### src/rtl/tetris_drop_ctrl.sv
// Falling-piece sequencer for the 16x16 2-bit matrix frame buffer.
// Optional TETRIS_SOFT_DROP_EN adds soft_drop (drop interval / 8).
module tetris_drop_ctrl #(
  parameter int unsigned DROP_TICKS = 800000,
  parameter logic [3:0]  SPAWN_X    = 4'd3,
  parameter logic [3:0]  SPAWN_Y    = 4'd15,
  parameter logic [1:0]  PIECE_LVL  = 2'd3
) (
  input  logic       clk,
  input  logic       rst,
  input  logic       tick,
  input  logic       start,
  input  logic       move_left,
  input  logic       move_right,
`ifdef TETRIS_SOFT_DROP_EN
  input  logic       soft_drop,
`endif
  output logic       fb_req,
  output logic       fb_we,
  output logic [7:0] fb_addr,
  output logic [1:0] fb_wdata,
  input  logic       fb_gnt,
  input  logic [1:0] fb_rdata,
  output logic       landed,
  output logic       game_over
);

  localparam logic [3:0] S_IDLE      = 4'd0;
  localparam logic [3:0] S_SPAWN_RD  = 4'd1;
  localparam logic [3:0] S_SPAWN_CHK = 4'd2;
  localparam logic [3:0] S_SPAWN_WR  = 4'd3;
  localparam logic [3:0] S_FALL      = 4'd4;
  localparam logic [3:0] S_TGT_RD    = 4'd5;
  localparam logic [3:0] S_TGT_CHK   = 4'd6;
  localparam logic [3:0] S_ERASE     = 4'd7;
  localparam logic [3:0] S_DRAW      = 4'd8;
  localparam logic [3:0] S_LAND      = 4'd9;
  localparam logic [3:0] S_OVER      = 4'd10;

  localparam logic [23:0] LIM_FULL = 24'(DROP_TICKS - 1);
`ifdef TETRIS_SOFT_DROP_EN
  localparam logic [23:0] LIM_SOFT = 24'((DROP_TICKS >> 3) - 1);
`endif

  logic [3:0]  r_state;
  logic [23:0] r_cnt;
  logic        r_drop_p;
  logic        r_left_p;
  logic        r_right_p;
  logic [3:0]  r_row;
  logic [3:0]  r_col;
  logic [3:0]  r_trow;
  logic [3:0]  r_tcol;
  logic        r_is_drop;
  logic        r_req;
  logic        r_we;
  logic [7:0]  r_addr;
  logic [1:0]  r_wdata;
  logic        r_landed;
  logic        r_over;

  logic [23:0] w_lim;
  logic        w_active;
  logic        w_wrap;
  logic        w_mv_ok;
  logic        w_in_fall;
  logic        w_take_d;
  logic        w_take_l;
  logic        w_take_r;
  logic        w_grant;

`ifdef TETRIS_SOFT_DROP_EN
  assign w_lim = soft_drop ? LIM_SOFT : LIM_FULL;
`else
  assign w_lim = LIM_FULL;
`endif

  assign w_active  = (r_state != S_IDLE) && (r_state != S_OVER);
  // >= so a counter already past the soft limit wraps on the next tick
  assign w_wrap    = w_active && tick && (r_cnt >= w_lim);
  assign w_mv_ok   = w_active && !(move_left && move_right);
  assign w_in_fall = (r_state == S_FALL);
  assign w_take_d  = w_in_fall && r_drop_p;
  assign w_take_l  = w_in_fall && !r_drop_p && r_left_p;
  assign w_take_r  = w_in_fall && !r_drop_p && !r_left_p && r_right_p;
  assign w_grant   = r_req && fb_gnt;

  always_ff @(posedge clk) begin
    if (rst) begin
      r_cnt <= '0;
    end else if (w_active && tick) begin
      r_cnt <= w_wrap ? 24'd0 : r_cnt + 24'd1;
    end
  end

  always_ff @(posedge clk) begin
    if (rst || r_state == S_LAND) begin
      r_drop_p  <= 1'b0;
      r_left_p  <= 1'b0;
      r_right_p <= 1'b0;
    end else begin
      r_drop_p  <= (r_drop_p & ~w_take_d) | w_wrap;
      r_left_p  <= (r_left_p & ~w_take_l) | (w_mv_ok & move_left);
      r_right_p <= (r_right_p & ~w_take_r) | (w_mv_ok & move_right);
    end
  end

  always_ff @(posedge clk) begin
    if (rst) begin
      r_state   <= S_IDLE;
      r_row     <= SPAWN_Y;
      r_col     <= SPAWN_X;
      r_trow    <= '0;
      r_tcol    <= '0;
      r_is_drop <= 1'b0;
      r_req     <= 1'b0;
      r_we      <= 1'b0;
      r_addr    <= '0;
      r_wdata   <= '0;
      r_landed  <= 1'b0;
      r_over    <= 1'b0;
    end else begin
      r_landed <= 1'b0;
      case (r_state)
        S_IDLE: begin
          if (start) begin
            r_state <= S_SPAWN_RD;
            r_req   <= 1'b1;
            r_we    <= 1'b0;
            r_addr  <= {SPAWN_Y, SPAWN_X};
          end
        end
        S_SPAWN_RD: begin
          if (w_grant) begin
            r_req   <= 1'b0;
            r_state <= S_SPAWN_CHK;
          end
        end
        S_SPAWN_CHK: begin
          if (fb_rdata != 2'd0) begin
            r_state <= S_OVER;
            r_over  <= 1'b1;
          end else begin
            r_state <= S_SPAWN_WR;
            r_req   <= 1'b1;
            r_we    <= 1'b1;
            r_addr  <= {SPAWN_Y, SPAWN_X};
            r_wdata <= PIECE_LVL;
          end
        end
        S_SPAWN_WR: begin
          if (w_grant) begin
            r_req   <= 1'b0;
            r_we    <= 1'b0;
            r_row   <= SPAWN_Y;
            r_col   <= SPAWN_X;
            r_state <= S_FALL;
          end
        end
        S_FALL: begin
          if (w_take_d) begin
            if (r_row == 4'd0) begin
              r_state  <= S_LAND;
              r_landed <= 1'b1;
            end else begin
              r_trow    <= r_row - 4'd1;
              r_tcol    <= r_col;
              r_is_drop <= 1'b1;
              r_req     <= 1'b1;
              r_we      <= 1'b0;
              r_addr    <= {r_row - 4'd1, r_col};
              r_state   <= S_TGT_RD;
            end
          end else if (w_take_l && r_col != 4'd0) begin
            r_trow    <= r_row;
            r_tcol    <= r_col - 4'd1;
            r_is_drop <= 1'b0;
            r_req     <= 1'b1;
            r_we      <= 1'b0;
            r_addr    <= {r_row, r_col - 4'd1};
            r_state   <= S_TGT_RD;
          end else if (w_take_r && r_col != 4'd15) begin
            r_trow    <= r_row;
            r_tcol    <= r_col + 4'd1;
            r_is_drop <= 1'b0;
            r_req     <= 1'b1;
            r_we      <= 1'b0;
            r_addr    <= {r_row, r_col + 4'd1};
            r_state   <= S_TGT_RD;
          end
        end
        S_TGT_RD: begin
          if (w_grant) begin
            r_req   <= 1'b0;
            r_state <= S_TGT_CHK;
          end
        end
        S_TGT_CHK: begin
          if (fb_rdata != 2'd0) begin
            if (r_is_drop) begin
              r_state  <= S_LAND;
              r_landed <= 1'b1;
            end else begin
              r_state <= S_FALL;
            end
          end else begin
            r_state <= S_ERASE;
            r_req   <= 1'b1;
            r_we    <= 1'b1;
            r_addr  <= {r_row, r_col};
            r_wdata <= 2'd0;
          end
        end
        S_ERASE: begin
          if (w_grant) begin
            r_req   <= 1'b0;
            r_addr  <= {r_trow, r_tcol};
            r_wdata <= PIECE_LVL;
            r_state <= S_DRAW;
          end
        end
        S_DRAW: begin
          // one idle cycle after the erase grant, then request the draw
          if (w_grant) begin
            r_req   <= 1'b0;
            r_we    <= 1'b0;
            r_row   <= r_trow;
            r_col   <= r_tcol;
            r_state <= S_FALL;
          end else if (!r_req) begin
            r_req <= 1'b1;
          end
        end
        S_LAND: begin
          r_state <= S_SPAWN_RD;
          r_req   <= 1'b1;
          r_we    <= 1'b0;
          r_addr  <= {SPAWN_Y, SPAWN_X};
        end
        S_OVER: begin
          r_req <= 1'b0;
        end
        default: begin
          r_state <= S_IDLE;
          r_req   <= 1'b0;
        end
      endcase
    end
  end

  assign fb_req    = r_req;
  assign fb_we     = r_we;
  assign fb_addr   = r_addr;
  assign fb_wdata  = r_wdata;
  assign landed    = r_landed;
  assign game_over = r_over;

endmodule

### config.mk
export PLATFORM = sky130hd
export DESIGN_NAME = tetris_drop_ctrl
export DESIGN_NICKNAME = d
export VERILOG_FILES = /design/src/rtl/tetris_drop_ctrl.sv
export SDC_FILE = /design/constraint.sdc
export NUM_CORES = 1
export LEC_CHECK = 0
export CAP_MARGIN = 20
export CORE_ASPECT_RATIO = 1.4
export CORE_MARGIN = 1
export CORE_UTILIZATION = 55
export DETAILED_ROUTE_END_ITERATION = 10
export DONT_BUFFER_PORTS = 1
export PLACE_DENSITY = 0.76
export REMOVE_ABC_BUFFERS = 1
export SLEW_MARGIN = 20
export SYNTH_ARGS = -nofsm -noshare
export SYNTH_HDL_FRONTEND = slang
export SYNTH_SLANG_ARGS = --single-unit
export TNS_END_PERCENT = 50
### constraint.sdc
create_clock -name clk -period 2.8 [get_ports clk]
set_clock_uncertainty 0.05 [all_clocks]
set_input_delay 0.56 -clock clk [delete_from_list [all_inputs] [get_ports clk]]
set_output_delay 0.56 -clock clk [all_outputs]
set_load 0.005 [all_outputs]
Yosys cells after proc, flatten, opt, wreduce, memory -nomap -nowiden --
Index checks and enable logic that the tools add are counted.
Word-level totals: bits in registers 62, input port bits 9, output and inout port bits 14, word-level logic and storage cells 159
Cells by class: add/sub/neg operators 4, $lt $le $gt $ge 1, equality and inequality tests 26, muxes and demuxes 62, bitwise logic cells 12, reduce and logical (&&, ||, !) cells 38
Operator list (number):
- $mux W4 | 24
- $mux W8 | 8
- $pmux W8 S6 | 1
- $pmux W4 S10 | 1
- $add A24 B1 Y24 const B | 1
- $ge A24 B20 Y1 const B | 1
- $mux W24 | 1
- $ne A2 B2 Y1 const B | 10
- $mux W1 | 18
- $eq A4 B3 Y1 const B | 4
- $pmux W4 S2 | 2
- $reduce_and A7 Y1 | 2
- $logic_and A1 B1 Y1 | 13
- $eq A4 B4 Y1 const B | 3
- $eq A4 B2 Y1 const B | 2
- $logic_not A4 Y1 | 2
- $ne A4 B4 Y1 const B | 2
- $reduce_bool A4 Y1 | 2
- $sub A4 B1 Y4 const B | 2
- $mux W2 | 3
- $pmux W1 S6 | 1
- $pmux W2 S3 | 1
- $reduce_and A3 Y1 | 2
- $reduce_and A6 Y1 | 1
- 21 further kinds | 36

Logic depth before layout (Yosys ltp) --
Gate-level depths: netlist of the first run.
word-level depth 9, mapped depth 12, mapped depth without buffers 10

Worst setup path before layout of the first run --
Ideal clock, no wire load.
kind register to register, start point reg r_state[1], end point reg r_addr[2], in the netlist fb_addr[2], setup time 0.092 ns, arrival time 2.499 ns, data required time 2.658 ns, slack 0.159 ns, cell stages (with the launch flop) 12, buffers on the path 3, cells stage by stage dfxtp_1 -> buf_6 -> clkbuf_1 -> clkbuf_1 -> nor3_1 -> and3_1 -> fa_1 -> xnor2_1 -> or3_1 -> a21oi_1 -> a21oi_1 -> o32ai_1
Between the ends: cells in the longest elaborated chain, start to end 7
RTL lines:
- start: declaration | RTL line 45 | logic [3:0] r_state;
- start signal: assignment | RTL line 110 | r_state <= S_IDLE;
- start signal: assignment | RTL line 127 | r_state <= S_SPAWN_RD;
- start signal: assignment | RTL line 136 | r_state <= S_SPAWN_CHK;
- $eq A4 B3 Y1 | RTL line 82, 124
- $logic_and A1 B1 Y1 | RTL line 84, 85
- $logic_and A1 B1 Y1, on equally long branches | RTL line 84, 85
- $logic_and A1 B1 Y1, on equally long branches | RTL line 174, 85
- $mux W8 or $logic_and A1 B1 Y1 (tied branches) | RTL line 174, 182
- $mux W8 or $ne A4 B1 Y1 (tied branches)
- $pmux W8 S6 or $reduce_and A7 Y1 (tied branches)
- end signal: assignment | RTL line 130 | r_addr <= {SPAWN_Y, SPAWN_X};
- end signal: assignment | RTL line 171 | r_addr <= {r_row - 4'd1, r_col};
- end signal: assignment | RTL line 180 | r_addr <= {r_row, r_col - 4'd1};
- end: declaration | RTL line 57 | logic [7:0] r_addr;
Parallel ways exist; a longest one is shown, timed or not. A chain may end at the register's enable or synchronous reset.

Worst setup path in the final report of the first run --
start point reg r_col[1], end point reg r_addr[3], in the netlist fb_addr[3]
Between the ends: cells in the longest elaborated chain, start to end 5
RTL lines:
- start: declaration | RTL line 51 | logic [3:0] r_col;
- start signal: assignment | RTL line 228 | r_col <= r_tcol;
- $add A4 B1 Y4 or $reduce_bool A4 Y1 (tied branches) | RTL line 188, 174
- $mux W8 or $logic_and A1 B1 Y1 (tied branches) | RTL line 182, 174
- $mux W8 | RTL line 174 | end else if (w_take_l && r_col != 4'd0) begin
- $mux W8 | RTL line 161 | if (w_take_d) begin
- $pmux W8 S6 | RTL line 124 | case (r_state)
- end signal: assignment | RTL line 130
- end signal: assignment | RTL line 180
- end signal: assignment | RTL line 188 | r_addr <= {r_row, r_col + 4'd1};
Parallel ways exist; a longest one is shown, timed or not. The select of a mux whose other input is x is not followed.

==> qor.yml, run 1 <==
logic_synthesis:
  synthSimpleGateAreaFrac_pct: 25.79
  synth_commonest_cells: "dfxtp_1 (61), a21oi_1 (46), nor2_1 (46)"
  ys.flop_type: "dfxtp_1"
  synth_seq_area_share_pct: 35.35
  synth_compound_area_share_pct: 22.53
  synthMostInstantiatedCell: "dfxtp_1"
  synth_xor_area_share_pct: 4.310
  synthMuxAreaShare_pct: 4.382
  netlist.top_cell.by_area: "dfxtp_1"
  synth_top_family_by_area: "simple AND/OR/NAND/NOR gates"
  synthTopCellsByArea: "dfxtp_1 (35%), a21oi_1 (6.7%), nor2_1 (5.0%)"
  yosys.cell_types.count: 62
  synth_warnings: 0
  synth_cells: 430
  yosys.area.top_type_share_pct: 35.35
  async_reset_ff_share_pct: 0
  synth_edf_count: 0
  synth-adder-area-share_pct: 2.390
  synth_area_um2: 3455
  synth_area_per_cell_um2: 8.034
  ys_seq_elements: 61
global_route:
  grt-ovfl-total: 0
  grt_pass1_vias: 3086
  antenna_found_initial: 0
  grt_pass1_wl_um: 14140
  grt_usage_pct: 28.75
  grt_max_degree: 30
worst_setup_path:
  crit_path_max_fanout: 8
  worst_setup_path_end_kind: "register"
  required_ps: 3000
  path_depth: 9
  cp_slowest_stage_delay_ps: 450
  critPathTopFamily: "compound AO/OA/AOI/OAI gates"
  path_buf_inv: 0
  arrival_ps: 2710
  r2r-end: "fb_addr[3]"
  rrSetupSlack_ps: 300
  slowest_stage: "o41a_1"
  reg2reg_depth: 9
  worst_path_most_repeated_cell: "a21oi_1"
  start_kind: "register"
  path_cells: "o41a_1, and3_1, ha_1, a21oi_1, nand3_1, a21oi_1, xor2_1, a21oi_1, o32ai_1"
  r2r-start: "r_col[1]"
  worst-setup-path-type: "reg2reg"
timing:
  fin_crit_ps: 2503
  post-route-period-util_pct: 89.40
  max_freq_mhz: 399.5
  fin_setup_tns_ps: 0
  slew_headroom_pct: 47.67
  setup_slack_ps: 296.8
  rsz0062_at_grt: "no"
  hold_viol_final: 0
  setup_viol: 0
  worst_pin_slew_ps: 780.2
  final_max_slew_viol_count: 0
cts:
  clkTransAtPathRegs_ps: 70
  post-cts-setup-buffer-count: 0
  cts_hold_buf: 0
  cts_tree: "done"
  cts_resized: 0
  clock_latency_ps: 350
  cts_max_path_buffers: 2
  htreeDepth: 3
  cts_root_buf: "clkbuf_8"
  cts_made_buffers: 9
  cts.sinks: 61
power:
  power.share.clock_pct: 31.2
  p_int_mw: 1.870
  total_power_mw: 2.854
  p_leak_nw: 1.335
  power.share.combinational_pct: 31.6
  pwr-share-seq_pct: 37.2
  power_density_nw_per_um2: 754.8
  peakVddDrop_uv: 385.2
  swShare_pct: 34.49
  power_switching_uw: 984.5
floorplan:
  ios: 23
  die_h_um: 95.77
  dieArea_um2: 6606
  rows: 33
  fp.dieW_um: 68.98
  core_area_um2: 5946
  start_util_pct: 58.10
final_layout:
  fill_cells: 541
  drive_above_1_share_pct: 11.59
  fin_area_um2: 3781
  diodes: 0
  synthToLayoutAreaGrowth_pct: 9.453
  nets: 450
route:
  drc_errors: 0
  via_per_inst: 6.447
  drtIter0Drc: 360
  finalWirelength_um: 8562
  num_vias: 3288
  dr.pass1.iters: 6
  wl_per_cell_um: 16.79
  postRouteAntennaNets: 0
worst_hold_path:
  hold_depth: 1
  min_from: "rst"
  hold_path.class: "in2reg"
  hold_end: "fb_we"
job:
  max-cap-violations: 0
placed_design:
  dp_hpwl_um: 5896
  postPlaceCellArea_um2: 3556
  globalplace.congestion: 0.9170
  pre_cts_slack_ps: 349.0
  port_buffers: 0
run_status:
  outcome: "complete, no violations"
-- sequential cells by signal (all words and copies together), names as in the netlist --
signal,cells
fb_addr,8
r_state,4
r_col,4
r_is_drop,1
r_drop_p,1
r_cnt,24
r_row,4
r_tcol,4
fb_wdata,1
r_right_p,1
landed,1
game_over,1
fb_req,1
fb_we,1
r_left_p,1
r_trow,4
-- routing by layer --
metal,GRT usage (%),up-vias,part of all wire [%]
li1,-,1579,-
met1,31.91,1541,39
met2,48.87,142,51
met3,8.175,26,6.4
met4,14.12,0,2.9
met5,0,-,0
-- worst max path at each step --
stage,slack (ps),start,to
2_1_floorplan,80,r_state[0],fb_addr[2]
3_3_place_gp,430,r_col[1],fb_addr[3]
3_5_place_dp,350,r_col[1],fb_addr[3]
4_1_cts,320,r_col[1],fb_addr[3]
5_1_grt,110,r_col[1],fb_addr[3]
6_report,300,r_col[1],fb_addr[3]
-- cell families after synthesis --
| group | after synthesis |
|---|---|
| multiplexers | 15 |
| flip-flops | 61 |
| adder cells (fa/ha/maj) | 6 |
| AO/OA/AOI/OAI | 122 |
| AND/OR/NAND/NOR | 172 |
| buffers and inverters | 37 |
| XOR/XNOR | 17 |
-- layout make-up --
type                       count  area [um^2]  area share (%)
clock buffer                  12        155.1           4.103
clock inverter                 4        70.07           1.853
inverter                      10        37.54          0.9927
multi-input combinational    332         2052           54.27
sequential                    61         1221           32.30
tap                           70        87.58           2.316
timing repair buffer          21        157.7           4.169
-- power by group through the flow --
stage | Sequential, mW | Clock [mW] | Combinational, mW
2_1_floorplan | 1.13 | 0 | 0.554
6_report | 1.06 | 0.891 | 0.902
5_1_grt | 1.07 | 0.945 | 0.990
4_1_cts | 1.06 | 0.905 | 0.888
3_3_place_gp | 1.08 | 0 | 0.868
3_5_place_dp | 1.08 | 0 | 0.876
-- per-stage QoR --
stage,hold slack (ps),util (%),cells
after floorplan,390.2,-,403
after global placement,404.8,59.81,494
after detailed placement,407.9,59.81,494
after CTS,223.9,63.59,510
after global routing,214.8,63.59,510
final,232.3,63.59,510
-- cells in the final DEF (no fill, tap or decap), types with 9 or more instances in the layout --
master     n
nor3_1    15
dfxtp_1   61
nor2_1    46
mux2i_1   14
nand3_1   13
o22ai_1   14
o21ai_0   23
a21oi_1   46
clkbuf_8  11
nand2_1   40
xnor2_1    9
buf_4     21
or3_1     10
Power figures use the tool's default switching activity.
==> inputs of run 2 (changes only) <==
--- a/config.mk
+++ b/config.mk
@@ -6,7 +6,7 @@
 export NUM_CORES = 1
 export LEC_CHECK = 0
 export CAP_MARGIN = 20
-export CORE_ASPECT_RATIO = 1.4
+export CORE_ASPECT_RATIO = 1.2
 export CORE_MARGIN = 1
 export CORE_UTILIZATION = 55
 export DETAILED_ROUTE_END_ITERATION = 10
==> run 2 against run 1 <==
Compared with the run above: worst hold slack got worse by 12 ps; count of clock-buffer cells in the layout shrank 1; sequential power is essentially flat; critical path type unchanged; largest cell class unchanged; highest routed layer unchanged.
==> qor.yml, run 2 (synthesis results as in run 1) <==
floorplan:
  dieArea_um2: 6603
  start_util_pct: 57.09
  die_h_um: 88.82
  fp.dieW_um: 74.35
  core_area_um2: 6051
  rows: 31
  ios: 23
power:
  power.share.clock_pct: 33.4
  total_power_mw: 2.914
  power.share.combinational_pct: 30.1
  swShare_pct: 33.70
  pwr-share-seq_pct: 36.5
  p_int_mw: 1.932
  power_switching_uw: 982.0
  peakVddDrop_uv: 391.4
  power_density_nw_per_um2: 770.6
  p_leak_nw: 1.316
route:
  drc_errors: 0
  postRouteAntennaNets: 0
  dr_wl_met3_um: 376
  num_vias: 3191
  drtIter0Drc: 242
  via_per_inst: 6.172
  finalWirelength_um: 8224
  m1WireLength_um: 3520
  dr.pass1.iters: 5
  wl_per_cell_um: 15.91
  maxUsedRoutingLayer: "met4"
  route.met2.wl_um: 4137
final_layout:
  nets: 445
  diodes: 0
  synthToLayoutAreaGrowth_pct: 9.453
  fin_area_um2: 3781
  fill_cells: 551
  largest-register: "r_cnt"
  largest_reg_flops: 24
  final_core_util_pct: 62.49
  layout_common_cells: "dfxtp_1 (61), a21oi_1 (46), nor2_1 (46)"
  drive_above_1_share_pct: 10.57
  instances_no_fill: 517
  layout_commonest_cell: "dfxtp_1"
cts:
  clock_latency_ps: 350
  post-cts-setup-buffer-count: 0
  htreeDepth: 3
  cts_made_buffers: 9
  cts_resized: 0
  cts_hold_buf: 0
  cts_max_path_buffers: 2
  cts_tree: "done"
  cts.sinks: 61
  cts_root_buf: "clkbuf_8"
  clkTransAtPathRegs_ps: 70
worst_setup_path:
  slowest_stage: "o41a_1"
  worst_setup_path_end_kind: "register"
  worst-setup-path-type: "reg2reg"
  start_kind: "register"
  arrival_ps: 2760
  cp_slowest_stage_delay_ps: 470
  crit_path_max_fanout: 9
  path_cells: "o41a_1, and3_1, ha_1, a21oi_1, nand3_1, a21oi_1, xor2_1, a21oi_1, o32ai_1"
  path_buf_inv: 0
  worst_path_most_repeated_cell: "a21oi_1"
  critPathTopFamily: "compound AO/OA/AOI/OAI gates"
  rrSetupSlack_ps: 240
  required_ps: 3000
timing:
  final_max_slew_viol_count: 0
  post-route-period-util_pct: 91.46
  rsz0062_at_grt: "no"
  worst_pin_slew_ps: 694.3
  slew_headroom_pct: 53.43
  fin_setup_tns_ps: 0
  setup_slack_ps: 239.0
  max_freq_mhz: 390.5
  setup_viol: 0
  fin_crit_ps: 2561
  hold_viol_final: 0
  holdWs_ps: 220.0
placed_design:
  postPlaceCellArea_um2: 3533
  place_inst: 501
  globalplace.congestion: 0.9123
  port_buffers: 0
  dp_hpwl_um: 5699
  pre_cts_slack_ps: 330.8
global_route:
  grt_max_degree: 30
  grt_pass1_wl_um: 13630
  antenna_found_initial: 0
  grt_pass1_vias: 3013
  grt-ovfl-total: 0
  grt_usage_pct: 27.14
job:
  max-cap-violations: 0
worst_hold_path:
  hold_path.class: "in2reg"
run_status:
  outcome: "complete, no violations"
-- run 2: worst paths after layout --
path              from          to  depth (start not counted)
min                rst   r_is_drop                          1
max           r_col[0]  fb_addr[3]                          9
max reg2reg   r_col[0]  fb_addr[3]                          9
min reg2reg  r_right_p   r_right_p                          2
-- run 2: layer usage --
layer / up-vias / track usage (%)
met4: 0 / 12.69
met3: 17 / 6.834
met2: 90 / 47.02
met1: 1505 / 31.09
li1: 1579 / -
met5: - / 0
-- run 2: power by group through the flow --
| stage | Sequential [mW] | Combinational (mW) | Clock, mW |
|---|---|---|---|
| final | 1.06 | 0.878 | 0.973 |
| after global routing | 1.08 | 0.961 | 1.03 |
| after CTS | 1.06 | 0.864 | 0.982 |
| after detailed placement | 1.08 | 0.858 | 0 |
| after global placement | 1.08 | 0.848 | 0 |
| after floorplan | 1.13 | 0.554 | 0 |
-- run 2: area by class of cell --
class / count / area (um^2) / area share (%)
repair buffers: 16 / 120.1 / 3.177
inverters: 10 / 37.54 / 0.9927
clock inverters: 5 / 106.4 / 2.813
multi-input cells: 332 / 2052 / 54.27
clock buffers: 11 / 141.4 / 3.739
well taps: 82 / 102.6 / 2.713
flip-flops and latches: 61 / 1221 / 32.30
==> inputs of run 3 (changes only) <==
--- a/config.mk
+++ b/config.mk
@@ -11,7 +11,7 @@
 export CORE_UTILIZATION = 55
 export DETAILED_ROUTE_END_ITERATION = 10
 export DONT_BUFFER_PORTS = 1
-export PLACE_DENSITY = 0.76
+export PLACE_DENSITY = 0.73
 export REMOVE_ABC_BUFFERS = 1
 export SLEW_MARGIN = 20
 export SYNTH_ARGS = -nofsm -noshare
==> run 3 against run 2 <==
Compared with the run above: non-clock buffer count rose by 2; count of clock-buffer cells in the layout unchanged; total power is 5.5% lower; sequential share of layout area up 0.29 points; first-iteration DRC count is 39% higher; worst hold slack hardly changed; die area is the same; final cell count is 0.19% higher; critical path depth did not move; worst setup slack improved by 20 ps; largest cell class unchanged; highest routed layer unchanged.
==> qor.yml, run 3 (synthesis results as in run 1) <==
final_layout:
  fill_cells: 564
  largest_reg_flops: 24
  synthToLayoutAreaGrowth_pct: 8.475
  largest-register: "r_cnt"
  seq_area_um2: 1221
  layout_common_cells: "dfxtp_1 (61), a21oi_1 (46), nor2_1 (46)"
  diodes: 0
  drive_above_1_share_pct: 11.01
  multiInputGateArea_um2: 2052
  fin_area_um2: 3747
  nets: 447
  layout_commonest_cell: "dfxtp_1"
worst_setup_path:
  arrival_ps: 2740
  r2r-start: "r_col[0]"
  r2r-end: "fb_addr[3]"
  start_kind: "register"
  worst_setup_path_end_kind: "register"
  reg2reg_depth: 9
  worst-setup-path-type: "reg2reg"
  required_ps: 3000
  setup.worst_path.start: "r_col[0]"
  crit_path_max_fanout: 9
  rrSetupSlack_ps: 260
cts:
  cts_hold_buf: 0
  cts_root_buf: "clkbuf_8"
  htreeDepth: 3
  cts.sinks: 61
  clkTransAtPathRegs_ps: 70
  cts_resized: 0
  clock_latency_ps: 350
  post-cts-setup-buffer-count: 0
  cts_made_buffers: 9
  cts_tree: "done"
  cts_max_path_buffers: 2
placed_design:
  port_buffers: 0
  globalplace.congestion: 0.8843
  postPlaceCellArea_um2: 3548
  pre_cts_slack_ps: 312.6
  dp_hpwl_um: 5647
power:
  p_leak_nw: 1.308
  power_density_nw_per_um2: 735.0
  peakVddDrop_uv: 333.0
timing:
  slew_headroom_pct: 45.31
  final_max_slew_viol_count: 0
  setup_viol: 0
  rsz0062_at_grt: "no"
  post-route-period-util_pct: 90.74
  setup_slack_ps: 259.4
  hold_viol_final: 0
  fin_crit_ps: 2541
  holdWs_ps: 220.3
  worst_pin_slew_ps: 815.4
  max_freq_mhz: 393.6
  fin_setup_tns_ps: 0
route:
  wl_per_cell_um: 15.65
  maxUsedRoutingLayer: "met4"
  finalWirelength_um: 8107
  via_per_inst: 6.079
  drtIter0Drc: 337
  num_vias: 3149
  route.met2.wl_um: 4013
  m1WireLength_um: 3491
  postRouteAntennaNets: 0
  drc_errors: 0
  dr.pass1.iters: 6
  dr_wl_met3_um: 400
worst_hold_path:
  hold_depth: 1
  hold_path.class: "in2reg"
  hold_end: "r_state[0]"
  min_from: "rst"
floorplan:
  fp.dieW_um: 74.35
  core_area_um2: 6051
  start_util_pct: 57.09
  dieArea_um2: 6603
  rows: 31
  ios: 23
  die_h_um: 88.82
global_route:
  grt_usage_pct: 26.84
  grt_pass1_wl_um: 13410
  antenna_found_initial: 0
  grt_max_degree: 30
  grt-ovfl-total: 0
  grt_pass1_vias: 2921
job:
  max-cap-violations: 0
run_status:
  outcome: "complete, no violations"
## run 3: changes by cell type in the layout (fill, tap and decap cells not counted)
cell,delta
clkinv_2,+2
inv_6,-1
buf_4,+2
clkbuf_1,-1
bufinv_16,-2
clkbuf_8,+1
## run 3: worst max path at each step
stage,to
6_report,fb_addr[3]
5_1_grt,fb_addr[3]
4_1_cts,fb_addr[3]
3_5_place_dp,fb_addr[3]
3_3_place_gp,fb_addr[3]
2_1_floorplan,fb_addr[2]
## run 3: worst max-delay path, stage by stage (launching register included)
cell	delay, ps
dfxtp_1	420
o41a_1	470
and3_1	220
ha_1	330
a21oi_1	210
nand3_1	120
a21oi_1	190
xor2_1	160
a21oi_1	80
o32ai_1	210
## run 3: power by group
group / leakage (nW) / switching (mW) / internal (mW)
logic: 0.712 / 0.530 / 0.363
clock network: 0.101 / 0.348 / 0.451
registers: 0.495 / 0.100 / 0.962
## run 3: cell type report
cell class / instances / area share, %
Clock inverter: 4 / 1.269
Clock buffer: 11 / 4.040
Sequential cell: 61 / 32.59
Inverter: 10 / 1.002
Multi-Input combinational cell: 332 / 54.76
Timing Repair Buffer: 18 / 3.606
Tap cell: 82 / 2.738
## run 3: through the flow
step	cells	utilization (%)	total power [mW]
finish	518	61.93	2.754
global route	518	61.93	2.908
CTS	518	61.93	2.754
detailed placement	503	58.64	1.958
global placement	503	58.64	1.944
floorplan	403	-	1.684
## run 3: per-layer routing
metal	vias up	GRT usage, %
met1	1475	32.07
met3	16	7.517
li1	1570	-
met4	0	10.81
met5	-	0
met2	88	45.21
